==> config.mk <==
export PLATFORM = sky130hd
export DESIGN_NAME = mem_stage_lsu
export DESIGN_NICKNAME = d
export VERILOG_FILES = /design/src/rtl/rv_pkg.sv /design/src/rtl/load_align.sv /design/src/rtl/mem_stage_lsu.sv
export SDC_FILE = /design/constraint.sdc
export NUM_CORES = 1
export LEC_CHECK = 0
export ABC_AREA = 1
export BUFFER_PORTS_ARGS = -buffer_cell sky130_fd_sc_hd__buf_2
export CAP_MARGIN = 40
export CELL_PAD_IN_SITES_DETAIL_PLACEMENT = 1
export CELL_PAD_IN_SITES_GLOBAL_PLACEMENT = 1
export CORE_ASPECT_RATIO = 1.25
export CORE_UTILIZATION = 35
export CTS_CLUSTER_SIZE = 12
export DETAILED_ROUTE_END_ITERATION = 6
export GPL_TIMING_DRIVEN = 0
export PLACE_DENSITY = 0.86
export SETUP_SLACK_MARGIN = 0.1
export SLEW_MARGIN = 20
export SYNTH_ARGS = -nofsm -noshare
export SYNTH_HDL_FRONTEND = slang
export SYNTH_SLANG_ARGS = --single-unit
==> constraint.sdc <==
create_clock -name clk -period 4.9 [get_ports clk]
set_input_delay 0.98 -clock clk [delete_from_list [all_inputs] [get_ports clk]]
set_output_delay 0.98 -clock clk [all_outputs]
set_load 0.01 [all_outputs]
==> src/rtl/rv_pkg.sv <==
// ============================================================================
// Module      : rv_pkg
// Description : Shared load/store encodings and LSU state type for the MEM stage.
// Revision    : 1.0
// ============================================================================
`default_nettype none

package rv_pkg;

    localparam logic [2:0] F3_B  = 3'b000;
    localparam logic [2:0] F3_H  = 3'b001;
    localparam logic [2:0] F3_W  = 3'b010;
    localparam logic [2:0] F3_BU = 3'b100;
    localparam logic [2:0] F3_HU = 3'b101;

    // funct3[1:0] alone carries the access size for loads and stores
    localparam logic [1:0] SZ_BYTE = 2'b00;
    localparam logic [1:0] SZ_HALF = 2'b01;
    localparam logic [1:0] SZ_WORD = 2'b10;

    localparam int DEFAULT_TIMEOUT_CYCLES = 16;

    typedef enum logic [1:0] {
        ST_IDLE = 2'd0,
        ST_BUSY = 2'd1,
        ST_DONE = 2'd2
    } lsu_state_t;

endpackage

`default_nettype wire

==> src/rtl/load_align.sv <==
// ============================================================================
// Module      : load_align
// Description : Selects the addressed byte/half of a read word and extends it.
// Revision    : 1.0
// ============================================================================
`default_nettype none

module load_align
    import rv_pkg::*;
(
    input  logic [2:0]  funct3,
    input  logic [1:0]  byte_off,
    input  logic [31:0] rdata,
    output logic [31:0] data
);

    logic [7:0]  w_byte;
    logic [15:0] w_half;

    always_comb begin
        w_byte = rdata[{byte_off, 3'b000} +: 8];
        w_half = byte_off[1] ? rdata[31:16] : rdata[15:0];
        case (funct3)
            F3_B:    data = {{24{w_byte[7]}}, w_byte};
            F3_BU:   data = {24'h0, w_byte};
            F3_H:    data = {{16{w_half[15]}}, w_half};
            F3_HU:   data = {16'h0, w_half};
            default: data = rdata;
        endcase
    end

endmodule

`default_nettype wire

==> src/rtl/mem_stage_lsu.sv <==
// ============================================================================
// Module      : mem_stage_lsu
// Description : MEM-stage load/store unit with a single outstanding request,
//               misalignment detection and bus-timeout error reporting.
// Revision    : 1.0
// ============================================================================
`default_nettype none

module mem_stage_lsu
    import rv_pkg::*;
#(
    parameter int TIMEOUT_CYCLES = DEFAULT_TIMEOUT_CYCLES
) (
    input  logic        clk,
    input  logic        rst,
    input  logic        valid_in,
    input  logic        mem_read_in,
    input  logic        mem_write_in,
    input  logic [2:0]  funct3_in,
    input  logic [31:0] alu_result_in,
    input  logic [31:0] store_data_in,
    output logic        dmem_req,
    output logic        dmem_we,
    output logic [31:0] dmem_addr,
    output logic [3:0]  dmem_be,
    output logic [31:0] dmem_wdata,
    input  logic        dmem_ack,
    input  logic [31:0] dmem_rdata,
    output logic        stall_out,
    output logic [31:0] mem_data_out,
    output logic        misalign_out,
    output logic        bus_err_out
);

    localparam logic [7:0] C_LAST_WAIT = 8'(TIMEOUT_CYCLES - 1);

    lsu_state_t  r_state;
    lsu_state_t  w_next;
    logic [7:0]  r_cnt;
    logic        r_is_load;
    logic [2:0]  r_funct3;
    logic [1:0]  r_off;
    logic        w_access_start;
    logic        w_misaligned;
    logic        w_timeout;
    logic [3:0]  w_be;
    logic [31:0] w_wdata;
    logic [31:0] w_load_data;

    assign w_access_start = valid_in & (mem_read_in | mem_write_in) & (r_state == ST_IDLE);
    assign w_timeout      = (r_cnt == C_LAST_WAIT);
    assign dmem_req       = (r_state == ST_BUSY);
    // rst gate keeps stall low during reset even if EX/MEM still shows a load/store
    assign stall_out      = ~rst & (w_access_start | (r_state == ST_BUSY));

    always_comb begin
        w_misaligned = 1'b0;
        w_be         = 4'b1111;
        w_wdata      = store_data_in;
        case (funct3_in[1:0])
            SZ_BYTE: begin
                w_be    = 4'b0001 << alu_result_in[1:0];
                w_wdata = {4{store_data_in[7:0]}};
            end
            SZ_HALF: begin
                w_misaligned = alu_result_in[0];
                w_be         = 4'b0011 << alu_result_in[1:0];
                w_wdata      = {2{store_data_in[15:0]}};
            end
            default: begin
                w_misaligned = |alu_result_in[1:0];
            end
        endcase
    end

    always_comb begin
        w_next = r_state;
        case (r_state)
            ST_IDLE: begin
                if (w_access_start) begin
                    w_next = w_misaligned ? ST_DONE : ST_BUSY;
                end
            end
            ST_BUSY: begin
                if (dmem_ack || w_timeout) begin
                    w_next = ST_DONE;
                end
            end
            ST_DONE: w_next = ST_IDLE;
            default: w_next = ST_IDLE;
        endcase
    end

    load_align u_load_align (
        .funct3   (r_funct3),
        .byte_off (r_off),
        .rdata    (dmem_rdata),
        .data     (w_load_data)
    );

    always_ff @(posedge clk or posedge rst) begin
        if (rst) begin
            r_state      <= ST_IDLE;
            r_cnt        <= 8'd0;
            r_is_load    <= 1'b0;
            r_funct3     <= 3'b000;
            r_off        <= 2'b00;
            dmem_we      <= 1'b0;
            dmem_addr    <= 32'h0;
            dmem_be      <= 4'h0;
            dmem_wdata   <= 32'h0;
            mem_data_out <= 32'h0;
            misalign_out <= 1'b0;
            bus_err_out  <= 1'b0;
        end else begin
            r_state      <= w_next;
            misalign_out <= 1'b0;
            bus_err_out  <= 1'b0;
            case (r_state)
                ST_IDLE: begin
                    if (w_access_start) begin
                        r_cnt     <= 8'd0;
                        r_is_load <= ~mem_write_in;
                        r_funct3  <= funct3_in;
                        r_off     <= alu_result_in[1:0];
                        if (w_misaligned) begin
                            misalign_out <= 1'b1;
                        end else begin
                            dmem_we    <= mem_write_in;
                            dmem_addr  <= {alu_result_in[31:2], 2'b00};
                            dmem_be    <= w_be;
                            dmem_wdata <= w_wdata;
                        end
                    end
                end
                ST_BUSY: begin
                    // ack takes priority over a timeout landing on the same cycle
                    if (dmem_ack) begin
                        if (r_is_load) begin
                            mem_data_out <= w_load_data;
                        end
                    end else if (w_timeout) begin
                        bus_err_out <= 1'b1;
                        if (r_is_load) begin
                            mem_data_out <= 32'h0;
                        end
                    end else begin
                        r_cnt <= r_cnt + 8'd1;
                    end
                end
                default: begin
                end
            endcase
        end
    end

endmodule

`default_nettype wire

-- Word-level counts from Yosys, hierarchy flattened
Index checks and enable logic that the tools add are counted.
- output and inout bits: 105
- logic and storage cells: 69
- register bits after elaboration: 117
- bitwise operators: 8
- $add $sub $neg: 1
- multiplexer cells: 23
- equality and inequality tests: 10
- reductions and logical operators: 12
- shifts and indexed selects: 3
- operators with widths (cell ; number):
    $mux W32 ; 4
    $pmux W32 S4 ; 1
    $pmux W32 S2 ; 1
    $shiftx A32 B6 Y8 ; 1
    $mux W8 ; 3
    $mux W16 ; 1
    $pmux W8 S2 ; 1
    $add A8 B1 Y8 const B ; 1
    $eq A8 B4 Y1 const B ; 1
    $pmux W4 S2 ; 1
    $eq A3 B3 Y1 const B ; 2
    $mux W1 ; 6
    $mux W2 ; 3
    $ne A2 B2 Y1 const B ; 3
    $reduce_and A3 Y1 ; 2
    $eq A2 B1 Y1 const B ; 2
    $logic_not A2 Y1 ; 2
    $pmux W2 S2 ; 1
    $reduce_and A2 Y1 ; 2
    $reduce_and A4 Y1 ; 1
    $reduce_bool A2 Y1 ; 2
    $shl A1 B2 Y4 const A ; 1
    $shl A2 B2 Y4 const A ; 1
    $and A1 B1 Y1 ; 3
    other kinds (8) ; 11

-- Longest topological paths before layout
Gate-level depths: netlist (run 1).
- depth in word-level cells: 5
- depth in mapped cells: 10

-- Hierarchy
A second synthesis (run 1) with hierarchy kept.
- cell total of the unflattened synthesis: 762
- area, all modules: 6122.1 um^2
- by module, submodules not included (module ; cells an instance ; area each (um^2) ; times used):
    mem_stage_lsu ; 603 ; 5310.1 ; 1
    load_align ; 159 ; 812.0 ; 1

-- Least setup slack after synthesis (run 1)
No wires, ideal clock.
- path type: input to output
- from: input port mem_write_in
- to: output port stall_out
- cell stages on the path: 3
- data required time: 3.920 ns
- setup slack: 2.491 ns
- arrival: 1.429 ns
- cells stage by stage: or2_1 -> nand3_1 -> a21oi_1
- cells in the longest elaborated chain, start to end: 5
- RTL lines (item ; RTL line ; source):
    from (decl) ; mem_stage_lsu.sv:18 ; input logic mem_write_in,
    $or A1 B1 Y1 ; mem_stage_lsu.sv:50 ; assign w_access_start = valid_in & (mem_read_in | mem_write_in) & (r_state == ST_IDLE);
    $and A1 B1 Y1 (2 in a row) ; mem_stage_lsu.sv:50 ;
    $or A1 B1 Y1 ; mem_stage_lsu.sv:54 ; assign stall_out = ~rst & (w_access_start | (r_state == ST_BUSY));
    $and A1 B1 Y1 ; mem_stage_lsu.sv:54 ;
    to (decl) ; mem_stage_lsu.sv:29 ; output logic stall_out,
Every way passes these cells.

-- Final worst setup path (run 1)
- from: register r_state[0]
- to: output port stall_out
- cells in the longest elaborated chain, start to end: 4
- RTL lines (item ; RTL line ; source):
    from (decl) ; mem_stage_lsu.sv:37 ; lsu_state_t r_state;
    from (signal assigned) ; mem_stage_lsu.sv:116 ; r_state <= w_next;
    $logic_not A2 Y1 ; mem_stage_lsu.sv:50 ;
    $and A1 B1 Y1 ; mem_stage_lsu.sv:50 ;
    $or A1 B1 Y1 (*) ; mem_stage_lsu.sv:54 ;
    $and A1 B1 Y1 (*) ; mem_stage_lsu.sv:54 ;
Mark *: on every way between the ends. The rest lies on a longest branch, timed or not.

==> results of run 1 <==
-- tightest hold or removal path, stage by stage (launching register included) --
cell and delay [ps]:
dfrtp_1 330, nand2_1 50, nand2_1 50
-- how the worst max path moves through the flow --
stage | to | slack (ps)
floorplan | bus_err_out$_DFF_PP0_ | 820
global placement | dmem_addr[11]$_DFFE_PP0P_ | -800
detailed placement | stall_out | 2210
CTS | stall_out | 2200
global route | stall_out | 2090
finish | stall_out | 2220
-- placed cells by master (no fill, tap or decap), drive strengths merged --
cell and count:
nand2 394, buf 226, dfrtp 117, nor2 44, inv 44, o21ai 41
a21oi 40, nand3 40, clkbuf 34, o211ai 8, clkinv 7, nand3b 4
bufinv 3, clkinvlp 3, nand4 3, conb 2, or2 1, xnor2 1
xor2 1, o31ai 1, nor4 1, a31oi 1, and2 1, ha 1
-- layout make-up --
type / count / area (µm²)
Fill cell: 2157 / 8410
Sequential cell: 117 / 2930
Multi-Input combinational cell: 584 / 2490
Timing Repair Buffer: 208 / 1060
Clock buffer: 18 / 439
Tap cell: 216 / 270
Buffer: 34 / 191
Clock inverter: 14 / 175
Inverter: 43 / 166
-- flip-flops by register name, summed over array words and instances (netlist names) --
signal	flops
dmem_wdata	32
mem_data_out	32
dmem_addr	30
r_cnt	8
dmem_be	4
r_funct3	3
r_off	2
r_state	2
bus_err_out	1
dmem_we	1
misalign_out	1
r_is_load	1
-- cell families (layout without fill, tap and decap cells) --
group	count (synthesis)	in the layout	share of synthesized area [%]
other cells	1	2	0.0650
buf+inv	77	317	6.12
simple gates	488	488	34.0
compound gates	91	91	8.50
flops	117	117	50.7
xor+xnor	2	2	0.304
fa+ha+maj	1	1	0.217
-- routing by layer --
metal / wire (µm) / vias to the layer above / share of wire [%]
li1: - / 2906 / -
met1: 8060 / 2875 / 40
met2: 9990 / 219 / 50
met3: 1340 / 38 / 6.7
met4: 625 / 2 / 3.1
met5: 11 / - / 0.055
-- metrics by stage --
step | instances | hold WS (ps) | power (W) | worst slack, ps | setup TNS, ps
after CTS | 1234 | 477 | 0.00430 | 2200 | 0
after global routing | 1234 | 502 | 0.00454 | 2090 | 0
after global placement | 1201 | 458 | 0.00292 | -802 | -92290
after detailed placement | 1202 | 462 | 0.00297 | 2210 | 0
final | 1234 | 472 | 0.00426 | 2220 | 0
after floorplan | 778 | 453 | 0.00232 | 819 | 0
-- power groups by stage --
stage	clock, W	sequential, W	combinational (W)
final	0.00131	0.00152	0.00143
after detailed placement	0	0.00153	0.00144
after global placement	0	0.00152	0.00140
after global routing	0.00136	0.00156	0.00161
after floorplan	0	0.00168	0.000649
after CTS	0.00133	0.00152	0.00145
==> flow_metrics.tcl, run 1 <==
set metrics [dict create \
    ys_types 33 \
    fin_util_pct 47.9 \
    hp-class "reg2reg" \
    post_drt_via_cell_ratio 4.89 \
    critical_path.slowest_cell "dfrtp_1" \
    crit_cells 5 \
    initial_utilization_pct 35.8 \
    grt_pass1_wl_um 32000 \
    wl_per_cell_um 16.2 \
    pwr-share-comb_pct 33.6 \
    worstReg2RegStart "r_cnt[0]$_DFFE_PP0P_" \
    cts_sinks 117 \
    status "complete, no violations" \
    antenna_found_initial 1 \
    switching_power_w 0.00159 \
    fin_crit_sh_pct 54.7 \
    place_hpwl_um 14900 \
    clockBufferDepth 2 \
    n_antenna_cell 0 \
    irDropWorstVdd_v 0.000251 \
    finClkSkew_ps 8.88 \
    synth-edff-count 0 \
    critical_path_arrival_ps 1700 \
    die_w_um 117 \
    drv_slew 0 \
    syn_area_mm2 0.00577 \
    grt_max_degree 73 \
    rsz0062_at_grt "false" \
    drtAntennaViolNets 0 \
    worst_hold_startpoint "dmem_wdata[20]$_DFFE_PP0P_" \
    die_h_um 146 \
    cp-startpoint "r_state[0]$_DFFE_PP0P_" \
    cap_viol_max_count 0 \
    holdPathEnd "dmem_wdata[20]$_DFFE_PP0P_" \
    p_leak_nw 4.40 \
    synthToLayoutAreaGrowth_pct 33.9 \
    r2r_cells 7 \
    busiest_layer "met2" \
    core_area_mm2 0.0161 \
    crit_chain "inv_1 > nor2_4 > clkinv_1 > a21oi_1 > buf_2" \
    dieArea_mm2 0.0170 \
    fmaxAchievable_mhz 373 \
    p_seq_share_pct 35.7 \
    postSynthCellCount 777 \
    io_pins 210 \
    synth.area.top_cells "dfrtp_1 51%, nand2_1 26%, o21ai_0 3.6%" \
    yosysMostFrequentCell "nand2_1" \
    tightest_slew_ps 621 \
    insertion_delay_ps 420 \
    clock-root-buffer "clkbuf_16" \
    synth-seq-cells 117 \
    worstPathBufferInverterCount 3 \
    p_int_w 0.00268 \
    grt.met1_usage_pct 29.0 \
    avgSynthCellArea_um2 7.43 \
    htreeDepth 4 \
    drive_gt1_share_pct 26.5 \
    clkTransAtPathRegs_ps 60 \
    end_kind "primary output" \
    portBuffers 207 \
    min_path_cells 2 \
    routed_wirelength_um 20000 \
    place_area_mm2 0.00711 \
    drt-initial-drc-count 301 \
    netSwitchingFraction_pct 37.2 \
    ys_seq_area_share_pct 50.7 \
    crit_family "buffers and inverters" \
    hold_viol 0 \
    grt_use_met2_pct 41.5 \
    powerDensity_mw_per_mm2 552 \
    critPathMaxStageDelay_ps 330 \
    ys.flop_type "dfrtp_1" \
    nets 1111 \
    groute.usage.overall_pct 24.7 \
    ys.warnings.count 0 \
    critPathRequiredTime_ps 3920 \
    rows 52 \
    overflow 0 \
    postLayoutCellArea_mm2 0.00773 \
    yosys.area.top_type "dfrtp_1" \
    first_pass_iters 5 \
    via_count 6040 \
    period_minus_slack_ps 2680 \
    cts_tree "yes" \
    power_frac_clock_pct 30.7 \
    cts_resized 0 \
    routabilityCongestion 0.867 \
    cts_setup_buffers 0 \
    crit_type "reg2out" \
    reg2reg_to "mem_data_out[10]$_DFFE_PP0P_" \
    async_reset_ff_share_pct 100 \
    grt_pass1_vias 6190 \
    synthTopCellsByCount "392 x nand2_1, 117 x dfrtp_1, 42 x nor2_1" \
    ctsHoldBuffers 0 \
    synth.top_cell.area_share_pct 50.7 \
    grt_util_met3_pct 7.25 \
    numCtsBuffers 17 \
    reg2reg_slack_ps 2960 \
    setup_viol 0 \
    timing.slew.headroom_pct 58.5 \
    crit_fanout 9 \
    worstSetupStartpointType "flop" \
    drc 0 \
]
Power figures use the tool's default switching activity.
==> run 2, diff against run 1 <==
Settings changed: ABC_AREA 1 to 0, CORE_UTILIZATION 35 to 34, PLACE_DENSITY 0.86 to 0.82.
Clock period 4.9 ns to 2.3 ns, I/O delays scaled along.
==> run 2 against run 1 <==
Against the previous run:
- utilization fell by 0.16 points
- die area down 1.3%
- global-route usage down 1.8 points
- synthesized cell count decreased by 38%
- largest cell class unchanged
==> flow_metrics.tcl, run 2 <==
set metrics [dict create \
    irDropWorstVdd_v 0.000616 \
    setup_viol 0 \
    critPathRequiredTime_ps 2590 \
    netSwitchingFraction_pct 35.1 \
    antenna_found_initial 0 \
    fin_hold_ws_ps 173 \
    overflow 0 \
    drive_gt1_share_pct 43.2 \
    wl_per_cell_um 19.8 \
    timing.slew.headroom_pct 47.7 \
    pre_cts_slack_ps -64.2 \
    ys_types 54 \
    avgSynthCellArea_um2 11.5 \
    routabilityCongestion 0.844 \
    nets 818 \
    grt_pass1_vias 5579 \
    async_reset_ff_share_pct 100 \
    p_seq_share_pct 35.9 \
    place_hpwl_um 14100 \
    power_frac_clock_pct 30.0 \
    groute.usage.overall_pct 22.9 \
    drc 0 \
    synth.top_cell.area_share_pct 52.9 \
    layout_commonest_cell "buf_2" \
    die_h_um 145 \
    post_drt_via_cell_ratio 5.34 \
    grt_max_degree 33 \
    initial_utilization_pct 35.1 \
    core_area_mm2 0.0158 \
    ys.flop_type "dfrtp_1" \
    p_int_w 0.00612 \
    yosysMostFrequentCell "dfrtp_1" \
    first_pass_iters 6 \
    ys.warnings.count 0 \
    dieArea_mm2 0.0168 \
    clockBufferDepth 2 \
    end_kind "flop" \
    tightest_slew_ps 782 \
    ctsHoldBuffers 0 \
    hold_viol 0 \
    syn_area_mm2 0.00553 \
    grt_pass1_wl_um 28900 \
    crit_type "reg2reg" \
    switching_power_w 0.00330 \
    n_antenna_cell 0 \
    cts_setup_buffers 0 \
    fin_crit_sh_pct 88.0 \
    powerDensity_mw_per_mm2 1250 \
    period_minus_slack_ps 2020 \
    r2r_cells 6 \
    pwr-share-comb_pct 34.1 \
    via_count 5000 \
    worstSetupStartpointType "flop" \
    io_pins 210 \
    postSynthCellCount 483 \
    synth.area.top_cells "dfrtp_1 53%, mux2_2 8.3%, mux2i_1 4.9%" \
    finClkSkew_ps 19.1 \
    cts_sinks 117 \
    cts_tree "yes" \
    cap_viol_max_count 0 \
    drt-initial-drc-count 248 \
    crit_chain "or4_1 > buf_2 > nor2_4 > o211ai_4 > buf_6 > a221o_1" \
    die_w_um 116 \
    numCtsBuffers 17 \
    portBuffers 206 \
    ys_seq_area_share_pct 52.9 \
    worstPathBufferInverterCount 2 \
    synthTopCellsByCount "117 x dfrtp_1, 47 x nand2_1, 41 x mux2_2" \
    p_leak_nw 3.65 \
    drv_slew 0 \
    fin_ws_ps 275 \
    hp-class "in2async" \
    insertion_delay_ps 420 \
    drtAntennaViolNets 0 \
    htreeDepth 4 \
    reg_top3 "dmem_wdata: 32 flops, mem_data_out: 32 flops, dmem_addr: 30 flops" \
    crit_cells 6 \
    synth-edff-count 0 \
    finalPower_w 0.00942 \
    cts_resized 0 \
    critical_path.slowest_cell "or4_1" \
    fmaxAchievable_mhz 494 \
    yosys.area.top_type "dfrtp_1" \
    crit_family "simple AND/OR/NAND/NOR gates" \
    rsz0062_at_grt "false" \
    synthToLayoutAreaGrowth_pct 36.0 \
    status "complete, no violations" \
    clkTransAtPathRegs_ps 70 \
    crit_fanout 10 \
    final_cell_mix "217 x buf_2, 117 x dfrtp_1, 47 x nand2_1" \
    critical_path_arrival_ps 2310 \
    critPathMaxStageDelay_ps 530 \
    routed_wirelength_um 18600 \
    synth-seq-cells 117 \
    rows 51 \
    clock-root-buffer "clkbuf_16" \
]
[run 2: final cells by class]
class | count | area, µm²
Fill cell | 1785 | 8240
Sequential cell | 117 | 2930
Multi-Input combinational cell | 318 | 2390
Timing Repair Buffer | 209 | 1090
Clock buffer | 18 | 439
Tap cell | 212 | 265
Clock inverter | 14 | 186
Buffer | 39 | 184
Inverter | 10 | 41.3
[run 2: worst register-to-register path: cells and delay by family (launching register included)]
kind	cells	cell delay, ps
AND/OR/NAND/NOR	2	630
buffers and inverters	2	360
flip-flops	1	420
AO/OA/AOI/OAI	2	490
[run 2: metal layers]
layer / vias to the layer above / routed length (µm) / global-route usage, %
li1: 2241 / - / -
met5: - / 0 / 0
met2: 231 / 9550 / 41.0
met3: 32 / 1470 / 7.50
met4: 0 / 486 / 9.51
met1: 2496 / 7090 / 24.6
[run 2: power by group through the flow]
stage | clock network (W) | registers (W) | logic [W]
final | 0.00282 | 0.00338 | 0.00321
after CTS | 0.00288 | 0.00338 | 0.00325
after global routing | 0.00296 | 0.00348 | 0.00351
after global placement | 0 | 0.00334 | 0.00307
after floorplan | 0 | 0.00371 | 0.00143
after detailed placement | 0 | 0.00340 | 0.00321
[run 2: through the flow]
step,cell area [µm²],cells,utilization (%),setup TNS (ps)
CTS,7520,937,47.7,0
finish,7520,937,47.7,0
floorplan,5540,484,-,0
global route,7520,937,47.7,0
global placement,6840,902,43.4,-40480
detailed placement,6900,905,43.8,-1340
[run 2: final timing paths]
path	to	slack (ps)	start
min	dmem_addr[30]$_DFFE_PP0P_	170	rst
min reg2reg	mem_data_out[3]$_DFFE_PP0P_	480	mem_data_out[3]$_DFFE_PP0P_
max reg2reg	mem_data_out[22]$_DFFE_PP0P_	280	r_cnt[4]$_DFFE_PP0P_
min in group clk	r_funct3[2]$_DFFE_PP0P_	260	funct3_in[2]
max in group asynchronous	mem_data_out[4]$_DFFE_PP0P_	1060	rst
max	mem_data_out[22]$_DFFE_PP0P_	280	r_cnt[4]$_DFFE_PP0P_
[run 2: kinds of logic (layout without fill, tap and decap cells)]
| group | count (synthesis) | after routing | synth area share [%] |
|---|---|---|---|
| muxes | 74 | 74 | 15.7 |
| other | 1 | 2 | 0.0678 |
| buffers and inverters | 49 | 290 | 4.00 |
| xor gates and xnor gates | 2 | 2 | 0.317 |
| DFF | 117 | 117 | 52.9 |
| AOI/OAI and AO/OA | 124 | 124 | 16.4 |
| adders and majority gates | 1 | 1 | 0.226 |
| and+or+nand+nor | 115 | 115 | 10.4 |
